File: config.mk
export PLATFORM = sky130hd
export DESIGN_NAME = bram_byte_mem_ctrl_flat
export DESIGN_NICKNAME = d
export VERILOG_FILES = /design/src/rtl/bram_byte_mem_ctrl_if.sv /design/src/rtl/bram_byte_mem_ctrl.sv /design/src/flat_wrapper.sv
export SDC_FILE = /design/constraint.sdc
export NUM_CORES = 1
export LEC_CHECK = 0
export ABC_AREA = 1
export CORE_UTILIZATION = 47
export CTS_BUF_LIST = sky130_fd_sc_hd__clkbuf_8 sky130_fd_sc_hd__clkbuf_16
export DETAILED_ROUTE_END_ITERATION = 8
export GPL_TIMING_DRIVEN = 0
export HOLD_SLACK_MARGIN = 0.06
export PLACE_DENSITY_LB_ADDON = 0.05
export SLEW_MARGIN = 20
export SYNTH_ARGS = -nofsm -noshare
export SYNTH_HDL_FRONTEND = slang
export SYNTH_SLANG_ARGS = --single-unit
File: constraint.sdc
create_clock -name clka -period 7.4 [get_ports clka]
set_clock_uncertainty 0.2 [all_clocks]
set_input_delay 0.74 -clock clka [delete_from_list [all_inputs] [get_ports clka]]
set_output_delay 0.74 -clock clka [all_outputs]
set_load 0.005 [all_outputs]
File: src/rtl/bram_byte_mem_ctrl_if.sv
// Bus bundle between the core data port, the byte controller and an 8-bit block RAM.
// The slave view belongs to the controller; the master view is the core plus RAM side.
interface bram_byte_mem_ctrl_if #(
    parameter int unsigned ADDR_WIDTH = 11
);
    logic                  req_valid;
    logic                  req_ready;
    logic                  req_we;
    logic [1:0]            req_size;
    logic                  req_unsigned;
    logic [ADDR_WIDTH-1:0] req_addr;
    logic [31:0]           req_wdata;
    logic                  rsp_valid;
    logic                  rsp_err;
    logic [31:0]           rsp_rdata;
    logic                  mem_en;
    logic                  mem_we;
    logic [ADDR_WIDTH-1:0] mem_addr;
    logic [7:0]            mem_din;
    logic [7:0]            mem_dout;

    modport slave (
        input  req_valid, req_we, req_size, req_unsigned, req_addr, req_wdata, mem_dout,
        output req_ready, rsp_valid, rsp_err, rsp_rdata, mem_en, mem_we, mem_addr, mem_din
    );

    modport master (
        output req_valid, req_we, req_size, req_unsigned, req_addr, req_wdata, mem_dout,
        input  req_ready, rsp_valid, rsp_err, rsp_rdata, mem_en, mem_we, mem_addr, mem_din
    );
endinterface

File: src/rtl/bram_byte_mem_ctrl.sv
// rv32i load/store to byte-serial block RAM controller, little-endian, one request in flight.
// All outputs are registered from the next-state decode so each one lines up with its state.
module bram_byte_mem_ctrl #(
    parameter int unsigned ADDR_WIDTH = 11,
    parameter int unsigned RD_LATENCY = 1
) (
    input  logic                  clka,
    input  logic                  rst_n,
    bram_byte_mem_ctrl_if.slave   bus
);
    typedef enum logic [1:0] {IDLE, ISSUE, DRAIN, RESP} state_t;

    state_t                  state_q, state_d;
    logic [1:0]              beat_q, beat_d;
    logic                    drain_q, drain_d;

    logic                    we_q, uns_q, err_q;
    logic [1:0]              size_q;
    logic [ADDR_WIDTH-1:0]   addr_q;
    logic [31:0]             wdata_q;

    logic [31:0]             lanes_q, lanes_d;
    logic [1:0]              cap_q;
    logic [RD_LATENCY-1:0]   rd_pipe_q;

    logic                    req_ready_q, req_ready_d;
    logic                    rsp_valid_q, rsp_valid_d;
    logic                    rsp_err_q, rsp_err_d;
    logic [31:0]             rsp_rdata_q, rsp_rdata_d;
    logic                    mem_en_q, mem_en_d;
    logic                    mem_we_q, mem_we_d;
    logic [ADDR_WIDTH-1:0]   mem_addr_q, mem_addr_d;
    logic [7:0]              mem_din_q, mem_din_d;

    logic                    accept_c;
    logic                    req_err_c;
    logic                    cap_fire_c;
    logic                    cur_we, cur_uns, cur_err;
    logic [1:0]              cur_size, last_beat_c;
    logic [ADDR_WIDTH-1:0]   cur_addr;
    logic [31:0]             cur_wdata;

    assign bus.req_ready = req_ready_q;
    assign bus.rsp_valid = rsp_valid_q;
    assign bus.rsp_err   = rsp_err_q;
    assign bus.rsp_rdata = rsp_rdata_q;
    assign bus.mem_en    = mem_en_q;
    assign bus.mem_we    = mem_we_q;
    assign bus.mem_addr  = mem_addr_q;
    assign bus.mem_din   = mem_din_q;

    // Sign/zero extension from the top loaded byte.
    function automatic logic [31:0] load_ext(input logic [31:0] b, input logic [1:0] sz,
                                             input logic uns);
        case (sz)
            2'd0:    load_ext = {{24{~uns & b[7]}}, b[7:0]};
            2'd1:    load_ext = {{16{~uns & b[15]}}, b[15:0]};
            default: load_ext = b;
        endcase
    endfunction

    assign accept_c   = bus.req_valid & req_ready_q;
    assign req_err_c  = (bus.req_size == 2'd3)
                      | ((bus.req_size == 2'd1) & bus.req_addr[0])
                      | ((bus.req_size == 2'd2) & (bus.req_addr[1:0] != 2'b00));
    assign cap_fire_c = rd_pipe_q[RD_LATENCY-1];

    // On the accept edge the request is not latched yet, so decode straight from the inputs.
    assign cur_we    = accept_c ? bus.req_we       : we_q;
    assign cur_uns   = accept_c ? bus.req_unsigned : uns_q;
    assign cur_err   = accept_c ? req_err_c        : err_q;
    assign cur_size  = accept_c ? bus.req_size     : size_q;
    assign cur_addr  = accept_c ? bus.req_addr     : addr_q;
    assign cur_wdata = accept_c ? bus.req_wdata    : wdata_q;

    always_comb begin
        case (cur_size)
            2'd0:    last_beat_c = 2'd0;
            2'd1:    last_beat_c = 2'd1;
            default: last_beat_c = 2'd3;
        endcase
    end

    // Next state and next registered outputs.
    always_comb begin
        state_d     = state_q;
        beat_d      = beat_q;
        drain_d     = drain_q;
        lanes_d     = lanes_q;
        req_ready_d = 1'b0;
        rsp_valid_d = 1'b0;
        rsp_err_d   = 1'b0;
        rsp_rdata_d = '0;
        mem_en_d    = 1'b0;
        mem_we_d    = 1'b0;
        mem_addr_d  = '0;
        mem_din_d   = '0;

        if (cap_fire_c) lanes_d[{cap_q, 3'b000} +: 8] = bus.mem_dout;

        case (state_q)
            IDLE: begin
                if (accept_c) begin
                    state_d = req_err_c ? RESP : ISSUE;
                    beat_d  = 2'd0;
                end
            end
            ISSUE: begin
                if (beat_q == last_beat_c) begin
                    state_d = we_q ? RESP : DRAIN;
                    drain_d = 1'b0;
                end else begin
                    beat_d = beat_q + 2'd1;
                end
            end
            DRAIN: begin
                if (drain_q == 1'(RD_LATENCY - 1)) state_d = RESP;
                else                               drain_d = drain_q + 1'b1;
            end
            RESP:    state_d = IDLE;
            default: state_d = IDLE;
        endcase

        req_ready_d = (state_d == IDLE);
        if (state_d == ISSUE) begin
            mem_en_d   = 1'b1;
            mem_we_d   = cur_we;
            mem_addr_d = cur_addr + ADDR_WIDTH'(beat_d);
            mem_din_d  = cur_we ? cur_wdata[{beat_d, 3'b000} +: 8] : 8'h00;
        end
        if (state_d == RESP) begin
            rsp_valid_d = 1'b1;
            rsp_err_d   = cur_err;
            rsp_rdata_d = (cur_err | cur_we) ? 32'h0 : load_ext(lanes_d, cur_size, cur_uns);
        end
    end

    always_ff @(posedge clka or negedge rst_n) begin
        if (!rst_n) begin
            state_q     <= IDLE;
            beat_q      <= '0;
            drain_q     <= 1'b0;
            req_ready_q <= 1'b0;
            rsp_valid_q <= 1'b0;
            rsp_err_q   <= 1'b0;
            rsp_rdata_q <= '0;
            mem_en_q    <= 1'b0;
            mem_we_q    <= 1'b0;
            mem_addr_q  <= '0;
            mem_din_q   <= '0;
        end else begin
            state_q     <= state_d;
            beat_q      <= beat_d;
            drain_q     <= drain_d;
            req_ready_q <= req_ready_d;
            rsp_valid_q <= rsp_valid_d;
            rsp_err_q   <= rsp_err_d;
            rsp_rdata_q <= rsp_rdata_d;
            mem_en_q    <= mem_en_d;
            mem_we_q    <= mem_we_d;
            mem_addr_q  <= mem_addr_d;
            mem_din_q   <= mem_din_d;
        end
    end

    // Request latch and read-capture tracking; the pipe marks which cycles carry read data.
    always_ff @(posedge clka or negedge rst_n) begin
        if (!rst_n) begin
            we_q      <= 1'b0;
            uns_q     <= 1'b0;
            err_q     <= 1'b0;
            size_q    <= '0;
            addr_q    <= '0;
            wdata_q   <= '0;
            lanes_q   <= '0;
            cap_q     <= '0;
            rd_pipe_q <= '0;
        end else begin
            rd_pipe_q <= RD_LATENCY'({rd_pipe_q, mem_en_q & ~mem_we_q});
            if (accept_c) begin
                we_q    <= bus.req_we;
                uns_q   <= bus.req_unsigned;
                err_q   <= req_err_c;
                size_q  <= bus.req_size;
                addr_q  <= bus.req_addr;
                wdata_q <= bus.req_wdata;
                lanes_q <= '0;
                cap_q   <= '0;
            end else if (cap_fire_c) begin
                lanes_q <= lanes_d;
                cap_q   <= cap_q + 2'd1;
            end
        end
    end
endmodule

File: src/flat_wrapper.sv
// flat-port wrapper written by rule: the top's interface ports become plain ports
module bram_byte_mem_ctrl_flat 
#(
    parameter int unsigned ADDR_WIDTH = 11,
    parameter int unsigned RD_LATENCY = 1
)
  (clka, rst_n, bus_req_valid, bus_req_we, bus_req_size, bus_req_unsigned, bus_req_addr, bus_req_wdata, bus_mem_dout, bus_req_ready, bus_rsp_valid, bus_rsp_err, bus_rsp_rdata, bus_mem_en, bus_mem_we, bus_mem_addr, bus_mem_din);
  bram_byte_mem_ctrl_if #(.ADDR_WIDTH(ADDR_WIDTH)) bus_i ();
  input  logic clka;
  input  logic rst_n;
  input wire logic [$bits(bus_i.req_valid)-1:0] bus_req_valid;
  input wire logic [$bits(bus_i.req_we)-1:0] bus_req_we;
  input wire logic [$bits(bus_i.req_size)-1:0] bus_req_size;
  input wire logic [$bits(bus_i.req_unsigned)-1:0] bus_req_unsigned;
  input wire logic [$bits(bus_i.req_addr)-1:0] bus_req_addr;
  input wire logic [$bits(bus_i.req_wdata)-1:0] bus_req_wdata;
  input wire logic [$bits(bus_i.mem_dout)-1:0] bus_mem_dout;
  output wire logic [$bits(bus_i.req_ready)-1:0] bus_req_ready;
  output wire logic [$bits(bus_i.rsp_valid)-1:0] bus_rsp_valid;
  output wire logic [$bits(bus_i.rsp_err)-1:0] bus_rsp_err;
  output wire logic [$bits(bus_i.rsp_rdata)-1:0] bus_rsp_rdata;
  output wire logic [$bits(bus_i.mem_en)-1:0] bus_mem_en;
  output wire logic [$bits(bus_i.mem_we)-1:0] bus_mem_we;
  output wire logic [$bits(bus_i.mem_addr)-1:0] bus_mem_addr;
  output wire logic [$bits(bus_i.mem_din)-1:0] bus_mem_din;
  assign bus_i.req_valid = bus_req_valid;
  assign bus_i.req_we = bus_req_we;
  assign bus_i.req_size = bus_req_size;
  assign bus_i.req_unsigned = bus_req_unsigned;
  assign bus_i.req_addr = bus_req_addr;
  assign bus_i.req_wdata = bus_req_wdata;
  assign bus_i.mem_dout = bus_mem_dout;
  assign bus_req_ready = bus_i.req_ready;
  assign bus_rsp_valid = bus_i.rsp_valid;
  assign bus_rsp_err = bus_i.rsp_err;
  assign bus_rsp_rdata = bus_i.rsp_rdata;
  assign bus_mem_en = bus_i.mem_en;
  assign bus_mem_we = bus_i.mem_we;
  assign bus_mem_addr = bus_i.mem_addr;
  assign bus_mem_din = bus_i.mem_din;
  bram_byte_mem_ctrl #(.ADDR_WIDTH(ADDR_WIDTH), .RD_LATENCY(RD_LATENCY)) u_core (.clka(clka), .rst_n(rst_n), .bus(bus_i));
endmodule
==> summary.txt <==
Job
  – Max_cap viols: 0

Floorplan
  – Rows: 42
  – Die Area: 14,100 sq um
  – Die X: 119 um
  – Die height: 119 um
  – Initial core utilization: 48.3%
  – Core Area: 13,200 sq um
  – Ports: 114

Layout
  – # diodes: 0
  – Share of cells above drive strength 1: 14.6%
  – Area delta synth->final: 30.6%
  – Design area: 8350 sq um
  – Net count, final: 911

Power and ir drop
  – Max rail drop VDD: 206 uV
  – Pleak: 4.04 nW
  – Pwr Density: 390 nW/um^2
  – Power Total: 3.25 mW

Routing
  – DRC errors left: 0
  – Vias per cell: 4.87
  – Vias: 5,027
  – Post-DRT Antenna Nets: 0
  – DRT iter0 DRCs: 335
  – Final wirelength: 14.7 mm
  – First-pass DRT Iterations: 5
  – Drt wl/cell: 14.3 um

CTS
  – TritonCTS Buffers: 17
  – Worst skew pair latency: 420 ps
  – Hold buffer count at cts: 0
  – CTS tree: done
  – Resized cells post-CTS: 0
  – Total setup buffers inserted after CTS: 0
  – Reg clk slew, reported paths: 50 ps
  – CTS Sinks: 143
  – Maximum clock insertion buffer count: 2
  – H-tree depth: 4
  – Root buffer cell: clkbuf_16

Place
  – Post-DP HPWL: 10.7 mm
  – Placed cell area: 7770 sq um
  – PortBufs: 113
  – Final Wtd Congestion: 0.854

Worst setup path
  – Worst EP arrival: 3930 ps
  – Crit end category: flop
  – Cell family with most CP delay: simple AND/OR/NAND/NOR gates
  – Worst-path fanout max: 11
  – Crit-path cells: clkdlybuf4s50_1 -> nand2_2 -> nand2_1 -> nand2_2 -> buf_4 -> nor2_1 -> o21ai_2 -> inv_2 -> fa_1 -> inv_1 -> nand2_1 -> nor2_1 -> nand2_1 -> nor2_1 -> a21oi_1 -> nor3_1
  – Worst path slowest cell: o21ai_2
  – FF-to-FF path depth: 15
  – Startpoint types: input pin
  – R2R Setup Slk: 3970 ps
  – Start of the worst register-to-register path: u_core.bus.req_ready
  – Kind of critical path: input pin to flop
  – RR Endpoint: u_core.bus.mem_addr[8]
  – Crit path buf inv count: 4
  – Crit path required time: 7530 ps
  – Crit path from: bus_req_valid
  – Critical path's largest stage delay: 480 ps

STA
  – Period utilization: 51.3%
  – Peak Freq: 263 MHz
  – Setup Viol. Count Final: 0
  – Worst Tran Pin Value: 618 ps
  – Slew HR: 58.6%
  – Slew Viols, Final: 0
  – Final min period: 3800 ps
  – Final hold violations: 0
  – Setup total negative slack: 0 ps
  – RSZ-0062 raised after global routing: no

Logic synthesis
  – Synth cell types: 34
  – Gate Count Post-Synth: 712
  – Synth top area cells: dfrtp_1 (56%), nand2_1 (6.3%), inv_1 (5.7%)
  – Register bit total from synthesis: 143
  – Synth cell count leaders: dfrtp_1 (143), nand2_1 (107), inv_1 (97), nor2_1 (96), o21ai_0 (49)
  – Number of synthesized flops with an enable pin: 0
  – Synth area leader: dfrtp_1
  – Main synth FF type: dfrtp_1
  – Sequential area share after synthesis: 56.0%
  – Asr flop ratio synth: 100%
  – Yosys warnings: 0
  – Synth top area share: 56.0%
  – Mapped Avg Cell Area: 8.98 sq um
  – Netlist Area Pre-Place: 6390 sq um
  – Most frequent cell after synthesis: dfrtp_1
  – Syn_nets: 778

Global routing
  – First-pass GRT wire length: 24.4 mm
  – Number of global-route vias before repair: 5,222
  – Gr ovfl total: 0
  – Total Routing Usage GR: 22.6%
  – Largest net degree at the start of global routing: 76
  – Initial antenna violation count: 0

Outcome
  – Status: completed

Min path
  – Worst hold path class: input pin to asynchronous set/reset pin
layout by cell type, fill, tap and decap left out, types with 12 or more instances in the layout:
master             n
a22oi_1           14
dfrtp_1          143
or2_2             34
a21oi_1           31
clkbuf_16         17
clkdlybuf4s50_1  112
nand2_1          107
o21ai_0           49
nor2_1            96
clkbuf_1          12
inv_1             99
nand3_1           41
worst reg2reg max path: stages (launching register included):
cell and delay (ps):
dfrtp_1 440, nand2_2 170, nand2_1 80, nand2_2 90, buf_4 180, nor2_1 80
o21ai_2 480, inv_2 230, fa_1 450, inv_1 110, nand2_1 80, nor2_1 150
nand2_1 90, nor2_1 210, a21oi_1 100, nor3_1 190
per-stage QoR:
step | instances | hold WS, ps | setup slack, ps | utilization (%)
2_1_floorplan | 712 | 223 | 4260 | -
3_3_place_gp | 1001 | 221 | -158 | 58.5
3_5_place_dp | 1002 | 216 | 3230 | 58.7
4_1_cts | 1033 | 88.0 | 3620 | 63.0
5_1_grt | 1033 | 110 | 3240 | 63.0
6_report | 1033 | 69.7 | 3600 | 63.0
routing by layer:
metal	GRT usage (%)	part of all wire, %	vias to the layer above
met1	26.2	42	2412
met2	40.2	53	109
met4	8.23	1.4	0
met5	0	0	-
met3	5.60	4.0	19
li1	-	-	2487
how the worst max path moves through the flow:
stage | slack (ps) | cells past startpoint | endpoint
6_report | 3600 | 16 | u_core.bus.mem_addr[8]
5_1_grt | 3240 | 17 | u_core.bus.mem_addr[8]
4_1_cts | 3620 | 17 | u_core.bus.mem_addr[8]
3_5_place_dp | 3230 | 18 | u_core.bus.mem_addr[8]
3_3_place_gp | -160 | 1 | u_core.wdata_q[25]
2_1_floorplan | 4260 | 16 | u_core.bus.mem_addr[8]
area by class of cell:
cell class / instances / area, sq um
clock inverter: 8 / 62.6
multi-input combinational: 439 / 2250
fill: 1138 / 4900
inverter: 104 / 390
clock buffer: 23 / 508
timing repair buffer: 114 / 1160
tap: 176 / 220
sequential: 143 / 3580
buffer: 26 / 176
cells by family (layout without fill, tap and decap cells):
| family | Yosys count | after routing | synth area share [%] |
|---|---|---|---|
| flip-flops | 143 | 143 | 56.0 |
| AND/OR/NAND/NOR | 321 | 321 | 23.8 |
| adder cells (fa/ha/maj) | 8 | 8 | 1.68 |
| XOR/XNOR | 2 | 2 | 0.274 |
| buffers and inverters | 130 | 275 | 8.87 |
| AO/OA/AOI/OAI | 108 | 108 | 9.36 |
flip-flops by register name (all words and copies together) (netlist names):
register              cells
u_core.cap_q              2
u_core.beat_q             2
u_core.bus.rsp_err        1
u_core.we_q               1
u_core.bus.req_ready      1
u_core.bus.mem_en         1
u_core.wdata_q           32
u_core.addr_q            11
u_core.bus.mem_din        8
u_core.err_q              1
u_core.size_q             2
u_core.cap_fire_c         1
u_core.lanes_q           32
u_core.bus.rsp_valid      1
u_core.state_q            2
u_core.bus.mem_we         1
u_core.bus.mem_addr      11
u_core.uns_q              1
u_core.bus.rsp_rdata     32
report_power, final:
part | internal, mW | switching [mW]
sequential | 1.00 | 0.0666
clock | 0.508 | 0.305
combinational | 0.518 | 0.851
total | 2.03 | 1.22
Note: power is estimated with default switching activity, not from simulation.
==> RTL change: new RTL, config.mk and constraints unchanged <==
`ADDR_WIDTH` is set to 11 in 3 places; all go to 13.
--- a/src/rtl/bram_byte_mem_ctrl_if.sv
+++ b/src/rtl/bram_byte_mem_ctrl_if.sv
@@ -1,7 +1,7 @@
 // Bus bundle between the core data port, the byte controller and an 8-bit block RAM.
 // The slave view belongs to the controller; the master view is the core plus RAM side.
 interface bram_byte_mem_ctrl_if #(
-    parameter int unsigned ADDR_WIDTH = 11
+    parameter int unsigned ADDR_WIDTH = 13
 );
     logic                  req_valid;
     logic                  req_ready;
--- a/src/rtl/bram_byte_mem_ctrl.sv
+++ b/src/rtl/bram_byte_mem_ctrl.sv
@@ -1,7 +1,7 @@
 // rv32i load/store to byte-serial block RAM controller, little-endian, one request in flight.
 // All outputs are registered from the next-state decode so each one lines up with its state.
 module bram_byte_mem_ctrl #(
-    parameter int unsigned ADDR_WIDTH = 11,
+    parameter int unsigned ADDR_WIDTH = 13,
     parameter int unsigned RD_LATENCY = 1
 ) (
     input  logic                  clka,
--- a/src/flat_wrapper.sv
+++ b/src/flat_wrapper.sv
@@ -1,7 +1,7 @@
 // flat-port wrapper written by rule: the top's interface ports become plain ports
 module bram_byte_mem_ctrl_flat 
 #(
-    parameter int unsigned ADDR_WIDTH = 11,
+    parameter int unsigned ADDR_WIDTH = 13,
     parameter int unsigned RD_LATENCY = 1
 )
   (clka, rst_n, bus_req_valid, bus_req_we, bus_req_size, bus_req_unsigned, bus_req_addr, bus_req_wdata, bus_mem_dout, bus_req_ready, bus_rsp_valid, bus_rsp_err, bus_rsp_rdata, bus_mem_en, bus_mem_we, bus_mem_addr, bus_mem_din);
Interface: changed (resized bus_mem_addr and bus_req_addr); port bits go from 114 to 118. No check against the original RTL was run, so the function may have changed too.
==> RTL change against the original RTL <==
  * Sequential cell count increased by 4
  * Synthesized area increased by 1.8%
  * Power is 2.2% higher
  * Count of clock-buffer cells in the layout shrank 6
  * Design area increased by 2.1%
  * Wire length up 3.7%
  * Final cell count rose by 4.0%
  * Worst setup slack improved by 370 ps
  * Register-to-register slack improved by 470 ps
==> RTL change: results (changes against the original RTL) <==
stage,metric,value,unit,change
status,status,completed,,
yosys,Synth cell types,32,,-5.9%
placed_design,IO buf count,117,,+3.5%
finish,diodes inserted,0,,unchanged
route,Routed WL,15300,microns,+3.7%
worst_setup_path,worst r2r path cells,19,,+4
global_routing,largest net degree at the start of global routing,90,,+18%
worst_setup_path,Worst EP arrival,3530,ps,-400 ps
route,Vias,5314,,+5.7%
yosys,Syn Nets,814,,+4.6%
worst_setup_path,Crit path largest cell delay,550,ps,+70 ps
placed_design,Post-Place Setup Slack,3570,ps,+341 ps
route,First DRT Iteration DRCs,398,,+19%
route,Via density,4.95,,+1.7%
finish,# nets final,951,,+4.4%
global_routing,first-pass GRT wire length,25200,microns,+2.9%
global_routing,overall routing resource usage,0.228,,+0.00236
power,Lkg Pwr,0.00404,uW,-0.10%
worst_setup_path,crit path max fanout,11,,unchanged
yosys,"top cells by area, synth","dfrtp_1 57%, inv_1 6.9%, nand2_1 6.7%",,
finish,share of cells above drive strength 1,0.119,,-0.0267
clocking,root buffer cell,clkbuf_16,,
finish,Filler cells,1133,,-0.44%
power,Peak VDD IR,0.189,mV,-8.3%
worst_setup_path,CP max-delay cell,clkdlybuf4s50_1,,
yosys,synthesized instance count,748,,+5.1%
placed_design,post-DP HPWL,11200,microns,+5.0%
yosys,sequential fraction of the synthesis area,0.565,,+0.00559
[RTL change: layout make-up]
type	instances	area [sq um]	share of cell area
Clock inverter	15	166	0.0195
Inverter	125	469	0.0551
Buffer	25	148	0.0173
Multi-Input combinational cell	451	2210	0.259
Clock buffer	17	425	0.0499
Tap cell	176	220	0.0258
Sequential cell	147	3680	0.432
Timing Repair Buffer	118	1200	0.141
[RTL change: path summary, 6_finish.rpt]
kind | startpoint | endpoint | slack (ps)
max | bus_req_valid | u_core.bus.mem_addr[12] | 3980
min | rst_n | u_core.bus.rsp_rdata[13] | 40
max reg2reg | u_core.bus.req_ready | u_core.bus.mem_addr[12] | 4440
min in group clka | u_core.bus.mem_we | u_core.cap_fire_c | 280
min reg2reg | u_core.bus.mem_we | u_core.cap_fire_c | 280
max in group asynchronous | rst_n | u_core.bus.rsp_rdata[22] | 6190
[RTL change: logic make-up after synthesis]
logic type	Yosys count	synth area share
simple gates	333	0.233
compound gates	112	0.0956
fa+ha+maj	6	0.0115
flops	147	0.565
buf+inv	150	0.0948
[RTL change: per-layer routing]
metal | vias to the layer above | track usage | routed length [microns]
li1 | 2603 | - | -
met1 | 2521 | 0.275 | 6530
met2 | 165 | 0.387 | 7590
met3 | 25 | 0.0504 | 761
met4 | 0 | 0.111 | 397
met5 | - | 0 | 0
[RTL change: power breakdown]
part	leakage [uW]	internal, uW	switching, uW
registers	0.00189	1030	73.0
clock network	0.000280	525	329
logic	0.00187	507	854
[RTL change: stage by stage]
step | power (uW) | area [sq um]
finish | 3320 | 8520
floorplan | 2030 | 6500
global route | 3560 | 8520
CTS | 3340 | 8520
detailed placement | 2470 | 7930
global placement | 2440 | 7900
